==> config.mk <==
export PLATFORM = sky130hd
export DESIGN_NAME = spi_lcd_sink
export DESIGN_NICKNAME = d
export VERILOG_FILES = /design/src/rtl/lcd_pkg.sv /design/src/rtl/spi_byte_rx.sv /design/src/rtl/spi_lcd_sink.sv
export SDC_FILE = /design/constraint.sdc
export NUM_CORES = 1
export LEC_CHECK = 0
export ABC_AREA = 1
export CORE_MARGIN = 2
export CORE_UTILIZATION = 50
export DETAILED_ROUTE_END_ITERATION = 7
export PLACE_DENSITY_LB_ADDON = 0.2
export SYNTH_ARGS = -nofsm -noshare
export SYNTH_HDL_FRONTEND = slang
export SYNTH_SLANG_ARGS = --single-unit
export TNS_END_PERCENT = 1
==> constraint.sdc <==
create_clock -name clk -period 2.07 [get_ports clk]
set_clock_uncertainty 0.1 [all_clocks]
set_input_delay 0.3105 -clock clk [delete_from_list [all_inputs] [get_ports clk]]
set_output_delay 0.3105 -clock clk [all_outputs]
set_load 0.05 [all_outputs]
==> src/rtl/lcd_pkg.sv <==
`default_nettype none
// ============================================================================
// lcd_pkg
// Shared definitions for the 4-wire SPI LCD link: panel command opcodes,
// default panel geometry, decoder state encoding and a window helper.
// Used by both the screen driver and the panel emulator.
// Rev 1.0 - initial release
// ============================================================================
package lcd_pkg;

  // ST7735-class command opcodes
  localparam logic [7:0] CMD_SWRESET = 8'h01;
  localparam logic [7:0] CMD_SLPIN   = 8'h10;
  localparam logic [7:0] CMD_SLPOUT  = 8'h11;
  localparam logic [7:0] CMD_CASET   = 8'h2A;
  localparam logic [7:0] CMD_RASET   = 8'h2B;
  localparam logic [7:0] CMD_RAMWR   = 8'h2C;

  // Default panel geometry
  localparam int LCD_WIDTH  = 128;
  localparam int LCD_HEIGHT = 160;

  // Command decoder states
  typedef enum logic [2:0] {
    DEC_IDLE     = 3'd0,
    DEC_CASET    = 3'd1,
    DEC_RASET    = 3'd2,
    DEC_RAMWR_HI = 3'd3,
    DEC_RAMWR_LO = 3'd4
  } dec_state_e;

  // Effective window end: an inverted window (start > end) collapses to
  // the single line at its start.
  function automatic logic [7:0] win_end(input logic [7:0] s, input logic [7:0] e);
    return (s > e) ? s : e;
  endfunction

endpackage : lcd_pkg
`default_nettype wire

==> src/rtl/spi_byte_rx.sv <==
`default_nettype none
// ============================================================================
// spi_byte_rx
// SPI slave byte receiver. All five LCD pins are brought into the clk domain
// through a SYNC_STAGES flip-flop chain; rising edges of the synced SPI clock
// while chip select is low shift MOSI in MSB first. The 8th bit produces a
// one-cycle byte strobe together with the register-select level seen with
// that last bit.
//
// Ports
//   clk_i          system clock (at least 4x the SPI clock)
//   reset_n_i      synchronous active-low reset
//   lcd_clk_i      SPI clock, idle low, sampled on its rising edge
//   lcd_mosi_i     serial data, MSB first
//   lcd_cs_i       chip select, active low
//   lcd_rs_i       0 = command, 1 = data
//   lcd_reset_i    panel reset, active low
//   byte_valid_o   one-cycle strobe, byte received
//   byte_data_o    received byte, held until the next strobe
//   byte_is_data_o register-select captured with the byte
//   panel_rst_o    synced panel reset request (active high)
// Rev 1.0 - initial release
// ============================================================================
module spi_byte_rx #(
  parameter int SYNC_STAGES = 2
) (
  input  logic       clk_i,
  input  logic       reset_n_i,
  input  logic       lcd_clk_i,
  input  logic       lcd_mosi_i,
  input  logic       lcd_cs_i,
  input  logic       lcd_rs_i,
  input  logic       lcd_reset_i,
  output logic       byte_valid_o,
  output logic [7:0] byte_data_o,
  output logic       byte_is_data_o,
  output logic       panel_rst_o
);

  // Pin bundle order {reset, rs, cs, mosi, clk}; idle levels are
  // reset high, cs high, everything else low.
  localparam logic [4:0] SYNC_IDLE = 5'b10100;

  logic [SYNC_STAGES-1:0][4:0] sync_q;
  logic [4:0] pins_w;

  assign pins_w = {lcd_reset_i, lcd_rs_i, lcd_cs_i, lcd_mosi_i, lcd_clk_i};

  // The chain itself is cleared only by the system reset so that the synced
  // panel reset can in turn hold the rest of the design.
  always_ff @(posedge clk_i) begin
    if (!reset_n_i) begin
      sync_q <= {SYNC_STAGES{SYNC_IDLE}};
    end else begin
      sync_q <= {sync_q[SYNC_STAGES-2:0], pins_w};
    end
  end

  logic sclk_w, smosi_w, scs_w, srs_w, sreset_n_w;
  assign {sreset_n_w, srs_w, scs_w, smosi_w, sclk_w} = sync_q[SYNC_STAGES-1];

  logic rst_w;
  assign rst_w       = !reset_n_i || !sreset_n_w;
  assign panel_rst_o = !sreset_n_w;

  logic       sclk_prev_q;
  logic       scs_prev_q;
  logic [2:0] bit_cnt_q;
  logic [6:0] shift_q;
  logic       byte_valid_q;
  logic [7:0] byte_data_q;
  logic       byte_is_data_q;

  logic rise_w, shift_en_w;
  assign rise_w = sclk_w & ~sclk_prev_q;
  // cs is qualified with its previous value as well, so a final clock edge
  // that lands in the same cycle as the cs rise still completes the byte.
  assign shift_en_w = rise_w & (~scs_w | ~scs_prev_q);

  always_ff @(posedge clk_i) begin
    if (rst_w) begin
      sclk_prev_q    <= 1'b0;
      scs_prev_q     <= 1'b1;
      bit_cnt_q      <= 3'd0;
      shift_q        <= 7'd0;
      byte_valid_q   <= 1'b0;
      byte_data_q    <= 8'd0;
      byte_is_data_q <= 1'b0;
    end else begin
      sclk_prev_q  <= sclk_w;
      scs_prev_q   <= scs_w;
      byte_valid_q <= 1'b0;
      if (shift_en_w) begin
        shift_q <= {shift_q[5:0], smosi_w};
        if (bit_cnt_q == 3'd7) begin
          byte_valid_q   <= 1'b1;
          byte_data_q    <= {shift_q, smosi_w};
          byte_is_data_q <= srs_w;
          bit_cnt_q      <= 3'd0;
        end else begin
          bit_cnt_q <= bit_cnt_q + 3'd1;
        end
      end else if (scs_w) begin
        // Deselect throws away any partial byte.
        bit_cnt_q <= 3'd0;
      end
    end
  end

  assign byte_valid_o   = byte_valid_q;
  assign byte_data_o    = byte_data_q;
  assign byte_is_data_o = byte_is_data_q;

endmodule : spi_byte_rx
`default_nettype wire

==> src/rtl/spi_lcd_sink.sv <==
`default_nettype none
// ============================================================================
// spi_lcd_sink
// Panel-side emulation of an ST7735-class LCD controller. Receives bytes over
// the 4-wire SPI link, decodes SWRESET/SLPIN/SLPOUT/CASET/RASET/RAMWR and
// emits framebuffer pixel writes with a windowed auto-advancing cursor.
//
// Ports
//   clk, reset_n        system clock, synchronous active-low reset
//   lcd_clk, lcd_mosi   SPI clock (idle low) and data (MSB first)
//   lcd_cs, lcd_rs      chip select (active low), command/data select
//   lcd_reset           panel reset, active low
//   byte_valid/byte_data/byte_is_data   raw received byte stream
//   pix_we, pix_x, pix_y, pix_data      pixel write port (RGB565)
//   sleeping            sleep status flag
// Rev 1.0 - initial release
// ============================================================================
module spi_lcd_sink
  import lcd_pkg::*;
#(
  parameter int WIDTH       = LCD_WIDTH,
  parameter int HEIGHT      = LCD_HEIGHT,
  parameter int SYNC_STAGES = 2
) (
  input  logic        clk,
  input  logic        reset_n,
  input  logic        lcd_clk,
  input  logic        lcd_mosi,
  input  logic        lcd_cs,
  input  logic        lcd_rs,
  input  logic        lcd_reset,
  output logic        byte_valid,
  output logic [7:0]  byte_data,
  output logic        byte_is_data,
  output logic        pix_we,
  output logic [7:0]  pix_x,
  output logic [7:0]  pix_y,
  output logic [15:0] pix_data,
  output logic        sleeping
);

  localparam logic [7:0] X_MAX = 8'(WIDTH - 1);
  localparam logic [7:0] Y_MAX = 8'(HEIGHT - 1);

  logic       byte_valid_w;
  logic [7:0] byte_data_w;
  logic       byte_is_data_w;
  logic       panel_rst_w;

  spi_byte_rx #(
    .SYNC_STAGES (SYNC_STAGES)
  ) u_rx (
    .clk_i          (clk),
    .reset_n_i      (reset_n),
    .lcd_clk_i      (lcd_clk),
    .lcd_mosi_i     (lcd_mosi),
    .lcd_cs_i       (lcd_cs),
    .lcd_rs_i       (lcd_rs),
    .lcd_reset_i    (lcd_reset),
    .byte_valid_o   (byte_valid_w),
    .byte_data_o    (byte_data_w),
    .byte_is_data_o (byte_is_data_w),
    .panel_rst_o    (panel_rst_w)
  );

  assign byte_valid   = byte_valid_w;
  assign byte_data    = byte_data_w;
  assign byte_is_data = byte_is_data_w;

  logic rst_w;
  assign rst_w = !reset_n || panel_rst_w;

  dec_state_e  state_q, state_d;
  logic [1:0]  arg_cnt_q, arg_cnt_d;
  logic [7:0]  arg_lo_q, arg_lo_d;
  logic [7:0]  xs_q, xs_d, xe_q, xe_d, ys_q, ys_d, ye_q, ye_d;
  logic [7:0]  x_q, x_d, y_q, y_d;
  logic [7:0]  hi_q, hi_d;
  logic        sleeping_q, sleeping_d;
  logic        pix_we_q, pix_we_d;
  logic [7:0]  pix_x_q, pix_x_d, pix_y_q, pix_y_d;
  logic [15:0] pix_data_q, pix_data_d;

  logic in_range_w, last_col_w, last_row_w;
  assign in_range_w = ({1'b0, x_q} < 9'(WIDTH)) && ({1'b0, y_q} < 9'(HEIGHT));
  assign last_col_w = (x_q == win_end(xs_q, xe_q)) || (x_q == X_MAX);
  assign last_row_w = (y_q == win_end(ys_q, ye_q)) || (y_q == Y_MAX);

  always_ff @(posedge clk) begin
    if (rst_w) begin
      state_q    <= DEC_IDLE;
      arg_cnt_q  <= 2'd0;
      arg_lo_q   <= 8'd0;
      xs_q       <= 8'd0;
      xe_q       <= X_MAX;
      ys_q       <= 8'd0;
      ye_q       <= Y_MAX;
      x_q        <= 8'd0;
      y_q        <= 8'd0;
      hi_q       <= 8'd0;
      sleeping_q <= 1'b1;
      pix_we_q   <= 1'b0;
      pix_x_q    <= 8'd0;
      pix_y_q    <= 8'd0;
      pix_data_q <= 16'd0;
    end else begin
      state_q    <= state_d;
      arg_cnt_q  <= arg_cnt_d;
      arg_lo_q   <= arg_lo_d;
      xs_q       <= xs_d;
      xe_q       <= xe_d;
      ys_q       <= ys_d;
      ye_q       <= ye_d;
      x_q        <= x_d;
      y_q        <= y_d;
      hi_q       <= hi_d;
      sleeping_q <= sleeping_d;
      pix_we_q   <= pix_we_d;
      pix_x_q    <= pix_x_d;
      pix_y_q    <= pix_y_d;
      pix_data_q <= pix_data_d;
    end
  end

  always_comb begin
    state_d    = state_q;
    arg_cnt_d  = arg_cnt_q;
    arg_lo_d   = arg_lo_q;
    xs_d       = xs_q;
    xe_d       = xe_q;
    ys_d       = ys_q;
    ye_d       = ye_q;
    x_d        = x_q;
    y_d        = y_q;
    hi_d       = hi_q;
    sleeping_d = sleeping_q;
    pix_we_d   = 1'b0;
    pix_x_d    = pix_x_q;
    pix_y_d    = pix_y_q;
    pix_data_d = pix_data_q;

    if (byte_valid_w) begin
      if (!byte_is_data_w) begin
        // Every command byte aborts whatever was in progress.
        state_d   = DEC_IDLE;
        arg_cnt_d = 2'd0;
        case (byte_data_w)
          CMD_SWRESET: begin
            xs_d       = 8'd0;
            xe_d       = X_MAX;
            ys_d       = 8'd0;
            ye_d       = Y_MAX;
            sleeping_d = 1'b1;
          end
          CMD_SLPIN:  sleeping_d = 1'b1;
          CMD_SLPOUT: sleeping_d = 1'b0;
          CMD_CASET:  state_d = DEC_CASET;
          CMD_RASET:  state_d = DEC_RASET;
          CMD_RAMWR: begin
            state_d = DEC_RAMWR_HI;
            x_d     = xs_q;
            y_d     = ys_q;
          end
          default: ;
        endcase
      end else begin
        case (state_q)
          DEC_CASET, DEC_RASET: begin
            // Argument order: start hi, start lo, end hi, end lo. Only the
            // low bytes matter; the window commits on the last one.
            arg_cnt_d = 2'(arg_cnt_q + 2'd1);
            if (arg_cnt_q == 2'd1) begin
              arg_lo_d = byte_data_w;
            end
            if (arg_cnt_q == 2'd3) begin
              state_d = DEC_IDLE;
              if (state_q == DEC_CASET) begin
                xs_d = arg_lo_q;
                xe_d = byte_data_w;
              end else begin
                ys_d = arg_lo_q;
                ye_d = byte_data_w;
              end
            end
          end
          DEC_RAMWR_HI: begin
            hi_d    = byte_data_w;
            state_d = DEC_RAMWR_LO;
          end
          DEC_RAMWR_LO: begin
            state_d    = DEC_RAMWR_HI;
            pix_we_d   = in_range_w;
            pix_x_d    = x_q;
            pix_y_d    = y_q;
            pix_data_d = {hi_q, byte_data_w};
            // Clipped pixels still move the cursor.
            if (last_col_w) begin
              x_d = xs_q;
              y_d = last_row_w ? ys_q : (y_q + 8'd1);
            end else begin
              x_d = x_q + 8'd1;
            end
          end
          default: ;
        endcase
      end
    end
  end

  assign pix_we   = pix_we_q;
  assign pix_x    = pix_x_q;
  assign pix_y    = pix_y_q;
  assign pix_data = pix_data_q;
  assign sleeping = sleeping_q;

endmodule : spi_lcd_sink
`default_nettype wire

==> results by group <==
Global routing
  – Grt ovf: 0
  – Initial antenna violation count: 0
  – First-pass GRT wire length: ~28000 um
  – Vias in the first global route: ~5700
  – Total GRT Usage: between 20% and 30%
  – Largest net degree at the start of global routing: 62

Clock tree
  – Clock buffer depth: 2
  – H-tree depth: 4
  – Num CTS Buffers: 17
  – Cts hold-fix bufs: 0
  – Clock slew at reported path FFs: 0.06 ns
  – Clk Tree Root Cell: clkbuf_16
  – Clock tree sinks: ~140
  – Clock latency on the worst-skew pair: 0.43 ns
  – CTS tree: done

Detailed routing
  – DRC: 0
  – Via/cell ratio: ~5.3
  – DRT iter0 DRCs: around 420
  – Antenna viol nets, final: 0
  – Vias: 6397
  – Avg WL per Cell: ~15 um
  – First-pass DRT Iterations: 5
  – Final wirelength: 18300 um

Synth
  – Post-synth top area share: slightly above 40%
  – Top-count cell post-synth: nand2_1
  – Simple-gate area share of the yosys netlist: 30.5%
  – Largest family of logic cells by synthesized area: simple AND/OR/NAND/NOR gates
  – Post-synth top cells: nand2_1, dfxtp_1, nand3_1, inv_1, a21oi_1
  – Post-synth ARST share: 0%
  – Flops & latches, synth: between 100 and 150
  – Adder-Cell Fraction of Synth Area: 4.23%
  – Yosys warnings: 0
  – Seq/Total Area, Yosys: 41.5%
  – Avg Inst Size Synth: 7.26 um^2
  – Yosys cell types: between 40 and 50
  – Post-synthesis mux area share: 0%
  – Synth Instances: around 900
  – Syn Nets: between 900 and 1000
  – Synth Area in XOR/XNOR: ~1.6%
  – Post-synth EDFFs: 0
  – Synth Flop Type: dfxtp_1
  – Synth Area in Compound Gates: a little over an eighth
  – Cell taking the most area after synthesis: dfxtp_1
  – Synth area leaders: dfxtp_1, nand2_1, nand3_1, a21oi_1, inv_1
  – Synthesized cell area: around 6500 um^2

Pwr
  – PD cells: 661 nW/um^2
  – Sw frac: around a fifth
  – Net Sw Power: about 0.0012 W
  – Internal: ~0.0045 W
  – Clk pwr share: a little over half
  – Flop pwr share: between 40% and 50%
  – Comb pwr share: ~1.9%
  – VDD IR-drop max: ~720 uV
  – Leak Pwr: ~3.7 nW

Timing
  – Peak Freq: 0.406 GHz
  – Post-layout min period: ~2.5 ns
  – Tcrit/Tclk final: 119%
  – Setup tns final: -5.57 ns
  – Final WS setup: -0.393 ns
  – Fin. max-slew vios: 0
  – Final number of hold-violating endpoints: 0
  – Final setup viols: 16
  – Rel. slew slack: 55.8%
  – RSZ-0062 raised after global routing: true
  – Slew @ Worst Pin: 0.661 ns

Setup path
  – Crit end category: flip-flop
  – Critical path type: reg -> reg
  – Worst-path fanout max: 7
  – Top delay family on crit path: simple AND/OR/NAND/NOR gates
  – Critical Path RT: roughly 2.3 ns
  – Slowest cell delay on critical path: between 0.3 and 0.4 ns
  – Crit-path cells: inv_2 > ha_4 > nand2_2 > inv_2 > buf_4 > nand4_4 > buf_6 > nand3_2 > nand2_1 > nand2_1 > nand2_1 > nand2_2 > nor2_4 > nand2_4 > nand3_4 > buf_6 > nand2_2 > nand3_1 > nand3_1 > inv_1
  – Worst r2r dst: x_q[2]
  – Startpoint types: flip-flop
  – Critical path's slowest cell: dfxtp_2
  – R2R Path Start: xe_q[3]
  – Critical path arrival: 2.69 ns
  – Buf+Inv Stages, Crit Path: 6
  – Worst reg-to-reg path cell count: 20
  – FF-to-FF setup slack: -0.39 ns

Die
  – Core box area: approximately 13000 um^2
  – Initial Utilization: between 50% and 60%
  – Die area: between 10000 and 15000 um^2
  – Num rows: ~40
  – Die X: 118 um
  – Die height: 118 um
  – IO Pins: 51

Worst hold path
  – Hold worst-path end: u_rx.scs_w
  – Hold WC Path Type: reg -> reg
  – Hold path depth: 2
  – Hold Path Origin: u_rx.sync_q[2]

Placed design
  – Area of placed instances: 7790 um^2
  – Port Buf Inserts: 50
  – HPWL after detailed placement: around 12000 um
  – Final Wtd Congestion: around 0.90
  – Inst Count DP: 1154

Finish
  – Share of layout cells above drive strength 1: 22.8%
  – Post-layout net count: 1044
  – ANT cells: 0
  – P&R area growth vs syn: 33.3%
  – # fillers: approximately 1100
  – Cell area after layout: between 8000 and 9000 um^2
  – Util after Layout: roughly two thirds
  – Layout Cells excl Fill: 1200

Outcome
  – Outcome: finished with violations
  – Failing checks: setup timing

Run
  – Max-Cap Viols: 0
## logic make-up (layout without fill, tap and decap cells)
kind of cell / count (synthesis) / in the layout
simple gates: 428 / 434
compound gates: 159 / 159
buf+inv: 140 / 266
flops: 135 / 135
fa+ha+maj: 22 / 22
xor+xnor: 12 / 12
## per-layer routing
metal  track usage, %  routed length [um]  up-vias  share of wire (%)
li1                 -                   -     3198                  -
met1             33.0                8210     3008                 45
met2             40.8                8730      153                 48
met3             5.67                 957       38                5.2
met4             8.58                 371        0                2.0
met5                0                   0        -                  0
## timing repair
item                       4_1_cts  5_1_grt
setup endpoints to repair       21       48
buffers inserted                 1        5
gates resized for setup          4       39
pin swaps                        0       26
gates cloned                     1        7
## through the flow
stage | hold WS [ns] | setup slack [ns] | total power (W)
detailed placement | 0.290 | -0.364 | 0.00278
global route | 0.326 | -0.536 | 0.00587
floorplan | 0.280 | -0.116 | 0.00273
finish | 0.300 | -0.393 | 0.00573
CTS | 0.304 | -0.334 | 0.00575
global placement | 0.282 | -0.308 | 0.00278
## state kept, by name (all words and copies together), names as in the netlist, 2 cells and up
name	cells
arg_cnt_q	2
arg_lo_q	8
hi_q	8
pix_data	16
pix_x	8
pix_y	8
state_q	3
u_rx.bit_cnt_q	3
u_rx.byte_data_o	8
u_rx.shift_q	7
u_rx.sync_q	5
x_q	8
xe_q	8
xs_q	8
y_q	8
ye_q	8
ys_q	8
## final cells by class
| type | instances | area (um^2) | share of cell area [%] |
|---|---|---|---|
| Timing Repair inverter | 1 | 6.26 | 0.0722 |
| Clock buffer | 21 | 470 | 5.43 |
| Clock inverter | 11 | 123 | 1.41 |
| Tap cell | 172 | 215 | 2.48 |
| Sequential cell | 135 | 2720 | 31.4 |
| Timing Repair Buffer | 137 | 1240 | 14.3 |
| Inverter | 96 | 368 | 4.24 |
| Multi-Input combinational cell | 627 | 3520 | 40.6 |
## worst max path at each step
| stage | startpoint | to | slack, ns | cells past startpoint |
|---|---|---|---|---|
| floorplan | xe_q[3] | x_q[3] | -0.12 | 21 |
| global placement | xs_q[5] | y_q[0] | -0.31 | 19 |
| detailed placement | xs_q[5] | y_q[0] | -0.36 | 19 |
| CTS | xe_q[1] | y_q[0] | -0.33 | 22 |
| global route | ye_q[2] | y_q[0] | -0.54 | 21 |
| finish | xe_q[3] | x_q[2] | -0.39 | 20 |
## worst reg2reg max path: stages, from the launching register on
cell and delay (ns):
dfxtp_2 0.33, inv_2 0.05, ha_4 0.26, nand2_2 0.04
inv_2 0.05, buf_4 0.11, nand4_4 0.17, buf_6 0.19
nand3_2 0.09, nand2_1 0.06, nand2_1 0.06, nand2_1 0.06
nand2_2 0.09, nor2_4 0.05, nand2_4 0.08, nand3_4 0.17
buf_6 0.18, nand2_2 0.05, nand3_1 0.06, nand3_1 0.07
inv_1 0.04
## placed cells by master (no fill, tap or decap), drive strengths merged, types with 2 or more instances in the layout
master / Yosys / routed
nor2: 66 / 66
buf: 10 / 96
bufinv: 0 / 2
a22oi: 3 / 3
o211ai: 2 / 2
nand3b: 5 / 5
xor2: 12 / 12
a211oi: 7 / 7
o21ai: 44 / 44
clkinv: 2 / 5
dfxtp: 135 / 135
clkbuf: 34 / 22
clkdlybuf4s50: 0 / 40
nor3: 6 / 6
inv: 94 / 97
clkinvlp: 0 / 4
o22ai: 13 / 13
nand4: 12 / 13
nand3: 101 / 102
a21oi: 83 / 83
nand2: 233 / 237
a31oi: 2 / 2
nor4: 4 / 4
ha: 22 / 22
## power groups by stage
stage | sequential [W] | clock, W | combinational [W]
global route | 0.00262 | 0.00314 | 0.000120
global placement | 0.00267 | 0 | 0.000103
finish | 0.00262 | 0.00301 | 0.000108
detailed placement | 0.00267 | 0 | 0.000104
floorplan | 0.00267 | 0 | 0.0000641
CTS | 0.00262 | 0.00303 | 0.000105
No activity file was read; power rests on OpenSTA's default activity.
